File: config.mk
export PLATFORM = sky130hd
export DESIGN_NAME = dm_cache_arbiter
export DESIGN_NICKNAME = d
export VERILOG_FILES = /design/src/rtl/dm_cache_def.sv /design/src/rtl/dm_cache_rr_pick.sv /design/src/rtl/dm_cache_arbiter.sv
export SDC_FILE = /design/constraint.sdc
export NUM_CORES = 1
export LEC_CHECK = 0
export ABC_AREA = 1
export BUFFER_PORTS_ARGS = -buffer_cell sky130_fd_sc_hd__buf_4
export CORE_ASPECT_RATIO = 1.1
export CORE_MARGIN = 2
export CORE_UTILIZATION = 40
export CTS_CLUSTER_DIAMETER = 30
export DETAILED_ROUTE_END_ITERATION = 7
export PLACE_DENSITY_LB_ADDON = 0.15
export SETUP_SLACK_MARGIN = 0.02
export SLEW_MARGIN = 20
export SYNTH_ARGS = -nofsm -noshare
export SYNTH_HDL_FRONTEND = slang
export SYNTH_HIERARCHICAL = 1
export SYNTH_SLANG_ARGS = --single-unit
File: constraint.sdc
create_clock -name clk -period 5.69 [get_ports clk]
set_input_delay 1.138 -clock clk [delete_from_list [all_inputs] [get_ports clk]]
set_output_delay 1.138 -clock clk [all_outputs]
set_load 0.01 [all_outputs]
File: src/rtl/dm_cache_def.sv
// Shared types for the direct-mapped cache and its CPU-side arbiter.
package dm_cache_def;

   localparam int CPU_ADDR_W    = 32;
   localparam int CPU_DATA_W    = 32;
   localparam int CACHE_INDEX_W = 10;

   // CPU-side request into the cache controller.
   typedef struct packed {
      logic [CPU_ADDR_W-1:0] addr;
      logic [CPU_DATA_W-1:0] data;
      logic                  rw;     // 1 = write
      logic                  valid;
   } cpu_req_type;

   // CPU-side result from the cache controller.
   typedef struct packed {
      logic [CPU_DATA_W-1:0]    data;
      logic [CACHE_INDEX_W-1:0] cache_index;
      logic                     ready;
      logic                     checked;
   } cpu_result_type;

   // Arbiter FSM states.
   typedef enum logic [1:0] {IDLE, BUSY, RESP} arb_state_type;

   // Requester identity.
   typedef enum logic {ARB_I, ARB_D} arb_port_type;

endpackage

File: src/rtl/dm_cache_rr_pick.sv
// Combinational two-way round-robin picker: when both ports request, the
// port that did not win last time is chosen.
module dm_cache_rr_pick
   import dm_cache_def::*;
(
   input  logic         i_valid_i,
   input  logic         d_valid_i,
   input  arb_port_type last_grant_i,
   output logic         grant_o,
   output arb_port_type grant_port_o
);

   // Pick a winner among the valid ports, alternating under contention.
   always_comb begin
      // NOTE: every output gets a default first so no path leaves it unassigned (no latch).
      grant_o      = i_valid_i | d_valid_i;
      grant_port_o = ARB_I;
      if (i_valid_i && d_valid_i) begin
         grant_port_o = (last_grant_i == ARB_I) ? ARB_D : ARB_I;
      end else if (d_valid_i) begin
         grant_port_o = ARB_D;
      end
   end

endmodule

File: src/rtl/dm_cache_arbiter.sv
// Shares the cache controller's single CPU port between instruction fetch (I)
// and load/store (D). One transaction in flight; round-robin arbitration.
// Optional performance counters are built when ARB_PERF_EN is defined.
module dm_cache_arbiter
   import dm_cache_def::*;
#(
   parameter bit D_FIRST = 1'b1
`ifdef ARB_PERF_EN
   , parameter int PERF_CNT_W = 32
`endif
)(
   input  logic           clk,
   input  logic           rst,
   input  cpu_req_type    i_req,
   output cpu_result_type i_res,
   input  cpu_req_type    d_req,
   output cpu_result_type d_res,
   output cpu_req_type    cache_req,
   input  cpu_result_type cache_res,
   output logic           i_rw_err
`ifdef ARB_PERF_EN
   , output logic [PERF_CNT_W-1:0] perf_i_grants
   , output logic [PERF_CNT_W-1:0] perf_d_grants
   , output logic [PERF_CNT_W-1:0] perf_conflicts
`endif
);

   // Reset value of last_grant makes the D_FIRST port win the first tie.
   localparam arb_port_type LAST_GRANT_RST = D_FIRST ? ARB_I : ARB_D;

   arb_state_type  state_q;
   arb_port_type   owner_q;      // meaningful only in BUSY/RESP
   arb_port_type   last_grant_q;
   cpu_req_type    req_q;
   cpu_result_type i_res_q;
   cpu_result_type d_res_q;
   logic           i_rw_err_q;

   logic           grant;
   arb_port_type   grant_port;
   cpu_req_type    req_d;

   dm_cache_rr_pick u_pick (
      .i_valid_i    (i_req.valid),
      .d_valid_i    (d_req.valid),
      .last_grant_i (last_grant_q),
      .grant_o      (grant),
      .grant_port_o (grant_port)
   );

   // Request to latch on grant; instruction fetch is always issued as a read.
   always_comb begin
      req_d = d_req;
      if (grant_port == ARB_I) begin
         req_d    = i_req;
         req_d.rw = 1'b0;
      end
      req_d.valid = 1'b1;
   end

   // Arbitration FSM with registered request and result outputs.
   always_ff @(posedge clk or posedge rst) begin
      if (rst) begin
         state_q      <= IDLE;
         owner_q      <= ARB_I;
         last_grant_q <= LAST_GRANT_RST;
         req_q        <= '0;
         i_res_q      <= '0;
         d_res_q      <= '0;
         i_rw_err_q   <= 1'b0;
      end else begin
         // NOTE: sequential state uses non-blocking assignments so every register samples pre-edge values.
         case (state_q)
            IDLE: begin
               if (i_req.valid && i_req.rw) begin
                  i_rw_err_q <= 1'b1;
               end
               if (grant) begin
                  req_q        <= req_d;
                  owner_q      <= grant_port;
                  last_grant_q <= grant_port;
                  state_q      <= BUSY;
               end
            end
            BUSY: begin
               // A ready without checked is not a completed lookup; keep waiting.
               if (cache_res.ready && cache_res.checked) begin
                  if (owner_q == ARB_I) begin
                     i_res_q <= '{data: cache_res.data, cache_index: cache_res.cache_index,
                                  ready: 1'b1, checked: 1'b1};
                  end else begin
                     d_res_q <= '{data: cache_res.data, cache_index: cache_res.cache_index,
                                  ready: 1'b1, checked: 1'b1};
                  end
                  req_q   <= '0;
                  state_q <= RESP;
               end
            end
            RESP: begin
               // Result strobes last one cycle; data and index hold.
               i_res_q.ready   <= 1'b0;
               i_res_q.checked <= 1'b0;
               d_res_q.ready   <= 1'b0;
               d_res_q.checked <= 1'b0;
               owner_q         <= ARB_I;
               state_q         <= IDLE;
            end
            default: state_q <= IDLE;
         endcase
      end
   end

   assign cache_req = req_q;
   assign i_res     = i_res_q;
   assign d_res     = d_res_q;
   assign i_rw_err  = i_rw_err_q;

`ifdef ARB_PERF_EN
   logic [PERF_CNT_W-1:0] perf_i_q;
   logic [PERF_CNT_W-1:0] perf_d_q;
   logic [PERF_CNT_W-1:0] perf_c_q;

   // Saturating grant and contention counters.
   always_ff @(posedge clk or posedge rst) begin
      if (rst) begin
         perf_i_q <= '0;
         perf_d_q <= '0;
         perf_c_q <= '0;
      end else if (state_q == IDLE) begin
         if (grant && grant_port == ARB_I && perf_i_q != '1) perf_i_q <= perf_i_q + 1'b1;
         if (grant && grant_port == ARB_D && perf_d_q != '1) perf_d_q <= perf_d_q + 1'b1;
         if (i_req.valid && d_req.valid && perf_c_q != '1) perf_c_q <= perf_c_q + 1'b1;
      end
   end

   assign perf_i_grants  = perf_i_q;
   assign perf_d_grants  = perf_d_q;
   assign perf_conflicts = perf_c_q;
`endif

endmodule
==> metrics.cfg <==
[yosys]
synthArstFlopShare_pct=100
synth_nets=1159
ys.flop_type=dfrtp_1
synth-adder-area-share_pct=0
syn-cell-area_mm2=0.00729
muxShareOfSynthArea_pct=0
yosys_warnings=6
syn_inst=981
yosysSeqAreaShare_pct=53.9
synthDominantCellAreaShare_pct=53.9
synth_edf_count=0
synth.most_common_cell=nand2_1
synth_seq_cells=157
synth_top_family_by_area=simple AND/OR/NAND/NOR gates
synthTopCellsByArea=dfrtp_1 54%, nand2_1 18%, nor2_1 6.8%, inv_1 5.8%, nand3_1 4.6%
yosysUniqueCellTypes=17
synthSimpleGateAreaFrac_pct=30.1
synth_xor_area_share_pct=0
yosysTopAreaCell=dfrtp_1
synth_compound_area_share_pct=6.02
syn_area_per_cell_um2=7.43
synth_common_cells=359 x nand2_1, 157 x dfrtp_1, 132 x nor2_1

[clock_tree]
holdBufCountCts=0
clock_path_buffers=2
cts_buffers=17
clkLatencyLatePin_ps=430
cts_setup_buffers=0
cts-root-buf=clkbuf_16
htree_levels=4
cts.sinks=157
clkTransAtPathRegs_ps=70
cts_tree=yes
ctsResizeCount=0

[sta]
min_period_over_period_pct=52.3
max_freq_mhz=336
final-setup-viol-count=0
slew_violations=0
relSlewSlack_pct=40.2
rsz0062_at_grt=no
min_period_ps=2970
worst_clock_skew_ps=11.3
max_slew.worst_pin.slew_ps=897
finalHoldViolCount=0
setup_tns_ps=0

[critical_path]
critPathKind=in2reg
startpoint=i_req[0]
cp-start-kind=input port
rr_startpoint=last_grant_q$_DFFE_PP0P_
crit_required_ps=6060
worst-path-max-fanout=75
crit_path_end_kind=register
crit_arrival_ps=3350

[place]
port_buffers=332
gp_congestion=0.825
dp_hpwl_um=14900
placed_cell_area_mm2=0.00987

[grt]
grt_pass1_vias=6603
gr-total-overflow=0
antenna_found_initial=0
grt_pass1_wl_um=33600
grt_max_degree=88
track_usage_pct=21.9

[final_layout]
finalNetCount=1456
nFillCells=1707
drive_above_1_share_pct=29.7
syn_to_final_growth_pct=44.1
multiInputGateArea_mm2=0.00265
regArea_mm2=0.00393
final_cell_area_mm2=0.0105
diodes=0

[pwr]
ir_drop_v=0.000214
p_total_mw=5.31
power.leakage_nw=6.17
power.density_mw_per_mm2=506

[route]
drtAntennaViolNets=0
routed-via-count=7007
dr.max_layer_used=met4
wl_met1_um=8630
drt-total-wl_um=21200
avgViaCountPerCell=4.58
wl_met3_um=1760
first_pass_iters=4
drc=0
wl_per_cell_um=13.8
drt_iter0_markers=289
met2_length_um=10100

[min_path]
min_from=cache_req[0]$_DFFE_PP0P_
hp-class=reg2reg

[floorplan]
pin_count=333
start_util_pct=40.9
die_y_um=146
die_w_um=133
rows=51
core_area_mm2=0.0178
die-area_mm2=0.0193

[status]
status=completed

[flow_run]
drv_cap=0

flip-flops by register name (all words and copies together), names as in the netlist:
signal,count
state_q,2
i_res,43
last_grant_q,1
d_res,43
owner_q,1
cache_req,66
i_rw_err,1
metal layers:
metal  global-route usage, %  vias to the layer above
met1                    26.8                     3138
li1                        -                     3554
met2                    35.9                      272
met4                    9.41                        0
met5                       0                        -
met3                    6.41                       43
placed cells by master, fill, tap and decap left out:
cell type,synthesis,routed
nand2_2,1,5
inv_2,2,2
inv_8,0,4
clkbuf_16,0,17
clkinv_4,0,1
clkinvlp_4,0,1
buf_4,8,340
nor2_2,1,1
clkbuf_8,0,1
inv_6,0,6
nand2_1,359,354
o21ai_0,65,65
or2_1,1,1
a31o_2,1,1
bufinv_16,0,3
dfrtp_1,157,157
o21ai_1,20,20
clkinv_2,0,1
nor2_1,132,132
a21oi_1,1,1
nand2_4,0,1
nand3_1,67,67
inv_1,112,110
worst paths after layout:
check | slack (ps) | depth (start not counted) | to
max reg2reg | 3110 | 8 | cache_req[12]$_DFFE_PP0P_
max in group asynchronous | 3770 | 3 | cache_req[27]$_DFFE_PP0P_
min | 480 | 2 | cache_req[0]$_DFFE_PP0P_
max | 2720 | 9 | cache_req[12]$_DFFE_PP0P_
min in group asynchronous | 850 | 2 | d_res[36]$_DFFE_PP0P_
min reg2reg | 480 | 2 | cache_req[0]$_DFFE_PP0P_
per-stage QoR:
stage	hold slack [ps]	setup slack (ps)	instances	util (%)
6_report	480	2720	1529	59.0
5_1_grt	506	2430	1529	59.0
3_3_place_gp	462	2320	1497	55.4
3_5_place_dp	469	2270	1497	55.4
2_1_floorplan	442	317	981	-
4_1_cts	483	2720	1529	59.0
layout make-up:
| type | count | share of cell area (%) |
|---|---|---|
| clock buffers | 18 | 4.18 |
| clock inverters | 14 | 1.86 |
| inverters | 114 | 4.13 |
| multi-input cells | 648 | 25.3 |
| flip-flops and latches | 157 | 37.4 |
| well taps | 238 | 2.84 |
| repair buffers | 340 | 24.3 |
critical path, stage by stage:
cell,delay (ps)
buf_4,120
a21oi_1,240
clkinv_2,760
buf_4,590
nand2_1,110
nand2_1,50
nor2_1,170
nand2_1,70
nand2_1,70
cells by family (layout without fill, tap and decap cells):
logic type | Yosys count | in the layout
AOI/OAI and AO/OA | 87 | 87
buffers and inverters | 176 | 486
and+or+nand+nor | 561 | 561
DFF | 157 | 157
power breakdown:
group	total, mW	switching [mW]	leakage [nW]	internal (mW)
Clock	1.22	0.497	0.310	0.721
Sequential	1.87	0.274	1.98	1.59
Combinational	2.23	1.23	3.88	0.996
Total	5.31	2.00	6.17	3.31
Power figures use the tool's default switching activity.
